<file path="config.mk">
export PLATFORM = sky130hd
export DESIGN_NAME = beep_seq
export DESIGN_NICKNAME = d
export VERILOG_FILES = /design/src/rtl/beep_seq.sv
export SDC_FILE = /design/constraint.sdc
export NUM_CORES = 1
export LEC_CHECK = 0
export ABC_AREA = 1
export BUFFER_PORTS_ARGS = -buffer_cell sky130_fd_sc_hd__buf_2
export CAP_MARGIN = 20
export CORE_MARGIN = 2
export CORE_UTILIZATION = 48
export CTS_BUF_LIST = sky130_fd_sc_hd__clkbuf_16
export DETAILED_ROUTE_END_ITERATION = 10
export PLACE_DENSITY = 0.7
export SETUP_SLACK_MARGIN = 0.2
export SYNTH_ARGS = -nofsm -noshare
export SYNTH_HDL_FRONTEND = slang
export SYNTH_SLANG_ARGS = --single-unit
</file>
<file path="constraint.sdc">
create_clock -name clk -period 3 [get_ports clk]
set_input_delay 0.3 -clock clk [delete_from_list [all_inputs] [get_ports clk]]
set_output_delay 0.3 -clock clk [all_outputs]
set_load 0.005 [all_outputs]
</file>
<file path="src/rtl/beep_seq.sv">
// Programmable beeper: plays count ON phases of tone A, separated by OFF phases
// that are either silent (mode=0) or tone B (mode=1), then signals completion.
module beep_seq #(
  parameter int unsigned MS_DIV = 1000,
  parameter int unsigned DIV_W  = 16,
  parameter int unsigned DUR_W  = 10,
  parameter int unsigned CNT_W  = 4
) (
  input  logic             clk,
  input  logic             rst,
  input  logic             start,
  input  logic             mode,
  input  logic [DIV_W-1:0] half_a,
  input  logic [DIV_W-1:0] half_b,
  input  logic [DUR_W-1:0] on_ms,
  input  logic [DUR_W-1:0] off_ms,
  input  logic [CNT_W-1:0] count,
  output logic             beep,
  output logic             busy,
  output logic             done,
  output logic             over
);

  localparam int unsigned TICK_W = (MS_DIV > 1) ? $clog2(MS_DIV) : 1;
  localparam logic [TICK_W-1:0] TICK_LAST = TICK_W'(MS_DIV - 1);

  typedef enum logic [1:0] {IDLE, ON, OFF, DONE} state_t;

  state_t             state_q, state_d;
  logic [TICK_W-1:0]  tick_q, tick_d;
  logic [DUR_W-1:0]   ms_q, ms_d;
  logic [DIV_W-1:0]   tone_q, tone_d;
  logic [CNT_W-1:0]   left_q, left_d;
  logic               mode_q, mode_d;
  logic [DIV_W-1:0]   ha_q, ha_d, hb_q, hb_d;
  logic [DUR_W-1:0]   on_q, on_d, off_q, off_d;
  logic               beep_d, busy_d, done_d, over_d;

  logic [DUR_W-1:0]   phase_len;
  logic [DIV_W-1:0]   half;
  logic               tone_en;
  logic               phase_end;

  // Zero lengths and half-periods behave as 1
  always_comb begin
    phase_len = (state_q == ON) ? ((on_q == '0) ? DUR_W'(1) : on_q)
                                : ((off_q == '0) ? DUR_W'(1) : off_q);
    half      = (state_q == ON) ? ((ha_q == '0) ? DIV_W'(1) : ha_q)
                                : ((hb_q == '0) ? DIV_W'(1) : hb_q);
    tone_en   = (state_q == ON) || ((state_q == OFF) && mode_q);
    phase_end = (ms_q == phase_len - DUR_W'(1)) && (tick_q == TICK_LAST);
  end

  always_comb begin
    state_d = state_q;
    tick_d  = tick_q;
    ms_d    = ms_q;
    tone_d  = tone_q;
    left_d  = left_q;
    mode_d  = mode_q;
    ha_d    = ha_q;
    hb_d    = hb_q;
    on_d    = on_q;
    off_d   = off_q;
    beep_d  = beep;
    busy_d  = busy;
    done_d  = 1'b0;
    over_d  = over;

    case (state_q)
      IDLE, DONE: begin
        tick_d = '0;
        ms_d   = '0;
        tone_d = '0;
        beep_d = 1'b0;
        if (start) begin
          mode_d = mode;
          ha_d   = half_a;
          hb_d   = half_b;
          on_d   = on_ms;
          off_d  = off_ms;
          left_d = count;
          if (count == '0) begin
            state_d = DONE;
            done_d  = 1'b1;
            over_d  = 1'b1;
            busy_d  = 1'b0;
          end else begin
            state_d = ON;
            over_d  = 1'b0;
            busy_d  = 1'b1;
          end
        end
      end
      ON, OFF: begin
        if (phase_end) begin
          tick_d = '0;
          ms_d   = '0;
          tone_d = '0;
          beep_d = 1'b0;
          if (state_q == OFF) begin
            state_d = ON;
          end else if (left_q == CNT_W'(1)) begin
            state_d = DONE;
            done_d  = 1'b1;
            over_d  = 1'b1;
            busy_d  = 1'b0;
          end else begin
            state_d = OFF;
            left_d  = left_q - CNT_W'(1);
          end
        end else begin
          if (tick_q == TICK_LAST) begin
            tick_d = '0;
            ms_d   = ms_q + DUR_W'(1);
          end else begin
            tick_d = tick_q + TICK_W'(1);
          end
          // Tone counter runs every cycle; only the output toggle is gated
          if (tone_q == half - DIV_W'(1)) begin
            tone_d = '0;
            beep_d = tone_en ? ~beep : 1'b0;
          end else begin
            tone_d = tone_q + DIV_W'(1);
          end
        end
      end
      default: state_d = IDLE;
    endcase
  end

  always_ff @(posedge clk) begin
    if (rst) begin
      state_q <= IDLE;
      tick_q  <= '0;
      ms_q    <= '0;
      tone_q  <= '0;
      left_q  <= '0;
      mode_q  <= 1'b0;
      ha_q    <= '0;
      hb_q    <= '0;
      on_q    <= '0;
      off_q   <= '0;
      beep    <= 1'b0;
      busy    <= 1'b0;
      done    <= 1'b0;
      over    <= 1'b0;
    end else begin
      state_q <= state_d;
      tick_q  <= tick_d;
      ms_q    <= ms_d;
      tone_q  <= tone_d;
      left_q  <= left_d;
      mode_q  <= mode_d;
      ha_q    <= ha_d;
      hb_q    <= hb_d;
      on_q    <= on_d;
      off_q   <= off_d;
      beep    <= beep_d;
      busy    <= busy_d;
      done    <= done_d;
      over    <= over_d;
    end
  end

endmodule
</file>
==> results.py <==
metrics = {
    "hold_path": {
        "hold_end": "mode_q$_SDFFE_PP0P_",
        "hold_class": "input port to flop",
        "holdCritStartpoint": "mode",
        "worstHoldPathCells": 3,
    },
    "synthesis": {
        "syn_nets": 871,
        "syn_avg_cell_area_um2": 6.79,
        "ys.flop_type": "dfxtp_1",
        "yosys.area.top_type_share_pct": 36.4,
        "synth_cell_types": 47,
        "async_flop_share_pct": 0,
        "ys_seq_area_share_pct": 36.4,
        "syn-instance-count": 802,
        "yosys_register_bits": 99,
        "synth_edf_count": 0,
        "ys_warn_count": 0,
        "synth.area.top_cells": "dfxtp_1 36%, nor2_1 10%, nand2_1 9.6%",
        "syn_area_mm2": 0.00545,
        "synth_area_leader_cell": "dfxtp_1",
    },
    "clock_tree": {
        "cts-root-buf": "clkbuf_16",
        "insertion_delay_ns": 0.36,
        "cts_buffer_depth": 2,
        "cts.sinks": 99,
        "cts.clk_slew.worst_paths_ns": 0.06,
        "cts_tree": "yes",
        "cts_buffers": 9,
        "htreeDepth": 3,
    },
    "sta": {
        "max-slew-margin-rel_pct": 60.6,
        "maxSlewViolCount": 0,
        "period_needed_ns": 2.75,
        "setup_violations": 0,
        "fmax_mhz": 364,
        "tightest_slew_ns": 0.591,
        "fin_crit_sh_pct": 91.6,
        "rsz0062_at_grt": "yes",
        "tns_ns": 0,
        "skew_ns": 0.0115,
        "final_hold_viol_count": 0,
    },
    "run_status": {
        "status": "complete, no violations",
    },
    "final_layout": {
        "fin_cells": 1005,
        "finish.utilization_pct": 58.0,
        "finalInstanceArea_mm2": 0.00634,
        "num_antenna_cells": 0,
        "area_growth_pct": 16.4,
        "drive_above_1_share_pct": 17.8,
        "nNetsFinal": 930,
    },
    "detailed_routing": {
        "wl_per_cell_um": 13.0,
        "drtAntennaViolNets": 0,
        "drc_errors": 0,
        "finalWirelength_um": 13000,
        "via_per_inst": 5.21,
        "vias": 5241,
        "firstDrtPassIters": 5,
        "drt_first_iter_violations": 217,
    },
    "placement": {
        "gp_congestion": 0.874,
        "place_area_mm2": 0.00586,
        "post-place-cells": 982,
        "dp_hpwl_um": 9550,
        "port_buffers": 63,
    },
    "power": {
        "p_seq_share_pct": 27.6,
        "pwr-share-clk_pct": 16.2,
        "power.leakage_nw": 2.72,
        "switching_share_pct": 46.4,
        "p_switching_mw": 3.04,
        "p_comb_share_pct": 56.2,
        "p_int_mw": 3.52,
        "peakVddDrop_mv": 1.05,
        "power_density_mw_per_mm2": 1040,
    },
    "critical_path": {
        "start_kind": "flop",
        "worstRegToRegCells": 17,
        "crit_path_end_kind": "flop",
        "r2r-end": "tone_q[7]$_SDFF_PP0_",
        "path_max_fanout": 8,
        "reg2reg_from": "state_q[1]$_SDFFE_PP0P_",
        "r2r_slack_ns": 0.25,
        "arrival_ns": 2.97,
        "cp_data_required_time_ns": 3.22,
        "path_class": "flop to flop",
    },
    "floorplan": {
        "num_rows": 38,
        "die_area_mm2": 0.0122,
        "pin_count": 64,
        "start_util_pct": 49.8,
        "die_height_um": 111,
        "dieWidth_um": 111,
        "core_area_mm2": 0.0109,
    },
    "grt": {
        "track_usage_pct": 21.7,
        "grt_pass1_vias": 5129,
        "grt_pass1_wl_um": 22400,
        "antenna_found_initial": 0,
        "grt_max_degree": 74,
        "grt.overflow.total": 0,
    },
    "job": {
        "drv_cap": 0,
    },
}
cell usage after synthesis, types with 2 or more instances:
cell type / instances
inv_2: 3
nand2_1: 140
inv_1: 89
nand2_2: 6
xor2_1: 26
a21oi_1: 36
nor4_1: 4
a21oi_2: 3
buf_6: 5
nand2_4: 3
ha_1: 9
nand3_1: 38
buf_1: 2
or2_2: 3
nand4_1: 13
clkbuf_1: 19
o21ai_0: 69
nor3_1: 19
nand3b_1: 3
dfxtp_1: 99
nor2_1: 148
o31ai_1: 2
o21ai_1: 9
xnor2_1: 10
or2_1: 2
nor2_2: 15
nor2_4: 2
o21ai_2: 3
a31oi_1: 3
clkinv_1: 2
power groups by stage:
stage               Clock, mW  Sequential [mW]  Combinational, mW
floorplan                   0             1.77               2.73
global placement            0             1.83               3.18
detailed placement          0             1.83               3.27
CTS                      1.08             1.81               3.37
global route             1.14             1.84               4.17
finish                   1.07             1.81               3.69
stage by stage:
step           hold WS [ns]  total power [mW]  setup WS [ns]
6_report              0.193              6.57          0.252
5_1_grt               0.209              7.16          0.118
4_1_cts               0.189              6.26          0.202
3_5_place_dp          0.454              5.10          0.192
3_3_place_gp          0.446              5.01          0.331
2_1_floorplan         0.369              4.51          0.154
worst max-delay path, cell delays in order, from the launching register on:
cell	delay [ns]
dfxtp_2	0.32
inv_2	0.06
ha_4	0.18
inv_4	0.06
or2_1	0.20
o21bai_4	0.18
nand2_4	0.11
ha_4	0.15
nand4_1	0.18
nor2_1	0.17
o21ai_0	0.10
nor2_1	0.23
nand4_4	0.16
nand2_4	0.14
nor2_4	0.06
buf_12	0.14
nand2_8	0.11
nor3_2	0.04
state kept, by name (all words and copies together) (netlist names):
name	flops
mode_q	1
hb_q	16
beep	1
ms_q	10
state_q	2
off_q	10
ha_q	16
tone_q	16
left_q	4
tick_q	10
done	1
over	1
on_q	10
busy	1
cell type report:
cell class / count / area (µm²)
clock buffer: 9 / 225
clock inverter: 6 / 42.5
fill: 1047 / 4600
inverter: 94 / 355
multi-input combinational: 583 / 3110
sequential: 99 / 1980
tap: 140 / 175
timing repair buffer: 74 / 448
layer usage:
| layer | wire length, µm | up-vias | GRT usage [%] |
|---|---|---|---|
| li1 | - | 2682 | - |
| met1 | 5590 | 2405 | 26.0 |
| met2 | 6540 | 122 | 38.0 |
| met3 | 556 | 32 | 3.62 |
| met4 | 365 | 0 | 10.1 |
| met5 | 0 | - | 0 |
cell families (layout without fill, tap and decap cells):
| group | Yosys count | in the layout | synth area share (%) |
|---|---|---|---|
| AO/OA/AOI/OAI | 133 | 133 | 13.4 |
| XOR/XNOR | 37 | 37 | 6.20 |
| adder cells (fa/ha/maj) | 9 | 9 | 2.07 |
| buffers and inverters | 122 | 183 | 9.33 |
| flip-flops | 99 | 99 | 36.4 |
| AND/OR/NAND/NOR | 402 | 404 | 32.6 |
cells in the final DEF, fill, tap and decap left out, types with 4 or more instances in the layout:
cell type / synthesis / routed
nor2_1: 148 / 146
nand2_1: 140 / 136
dfxtp_1: 99 / 97
inv_1: 89 / 86
o21ai_0: 69 / 67
buf_2: 1 / 63
nand3_1: 38 / 38
a21oi_1: 36 / 36
xor2_1: 26 / 26
nor2_2: 15 / 15
nand4_1: 13 / 13
nor3_1: 19 / 13
o21ai_1: 9 / 10
xnor2_1: 10 / 10
nand2_2: 6 / 9
clkbuf_16: 0 / 9
buf_4: 0 / 8
nor3_2: 1 / 7
ha_1: 9 / 6
inv_2: 3 / 5
o21ai_2: 3 / 4
nand2_4: 3 / 4
nor2_4: 2 / 4
nor4_1: 4 / 4
how the worst max path moves through the flow:
stage	start	to	cells after the start
global route	state_q[1]$_SDFFE_PP0P_	tone_q[11]$_SDFF_PP0_	17
CTS	state_q[1]$_SDFFE_PP0P_	tone_q[12]$_SDFF_PP0_	18
floorplan	state_q[1]$_SDFFE_PP0P_	tone_q[10]$_SDFF_PP0_	25
global placement	state_q[1]$_SDFFE_PP0P_	tone_q[7]$_SDFF_PP0_	21
detailed placement	state_q[0]$_SDFFE_PP0P_	tone_q[2]$_SDFF_PP0_	17
finish	state_q[1]$_SDFFE_PP0P_	tone_q[7]$_SDFF_PP0_	17
repair_timing:
item                                   4_1_cts  5_1_grt
gates cloned                                 1        2
endpoints found under the hold margin        0        0
resized for setup                            3       23
setup endpoints to repair                    6       32
setup buffers                                0        5
pin swaps                                    2       13
hold buffers                                 0        0
(Power assumes the default switching activity.)
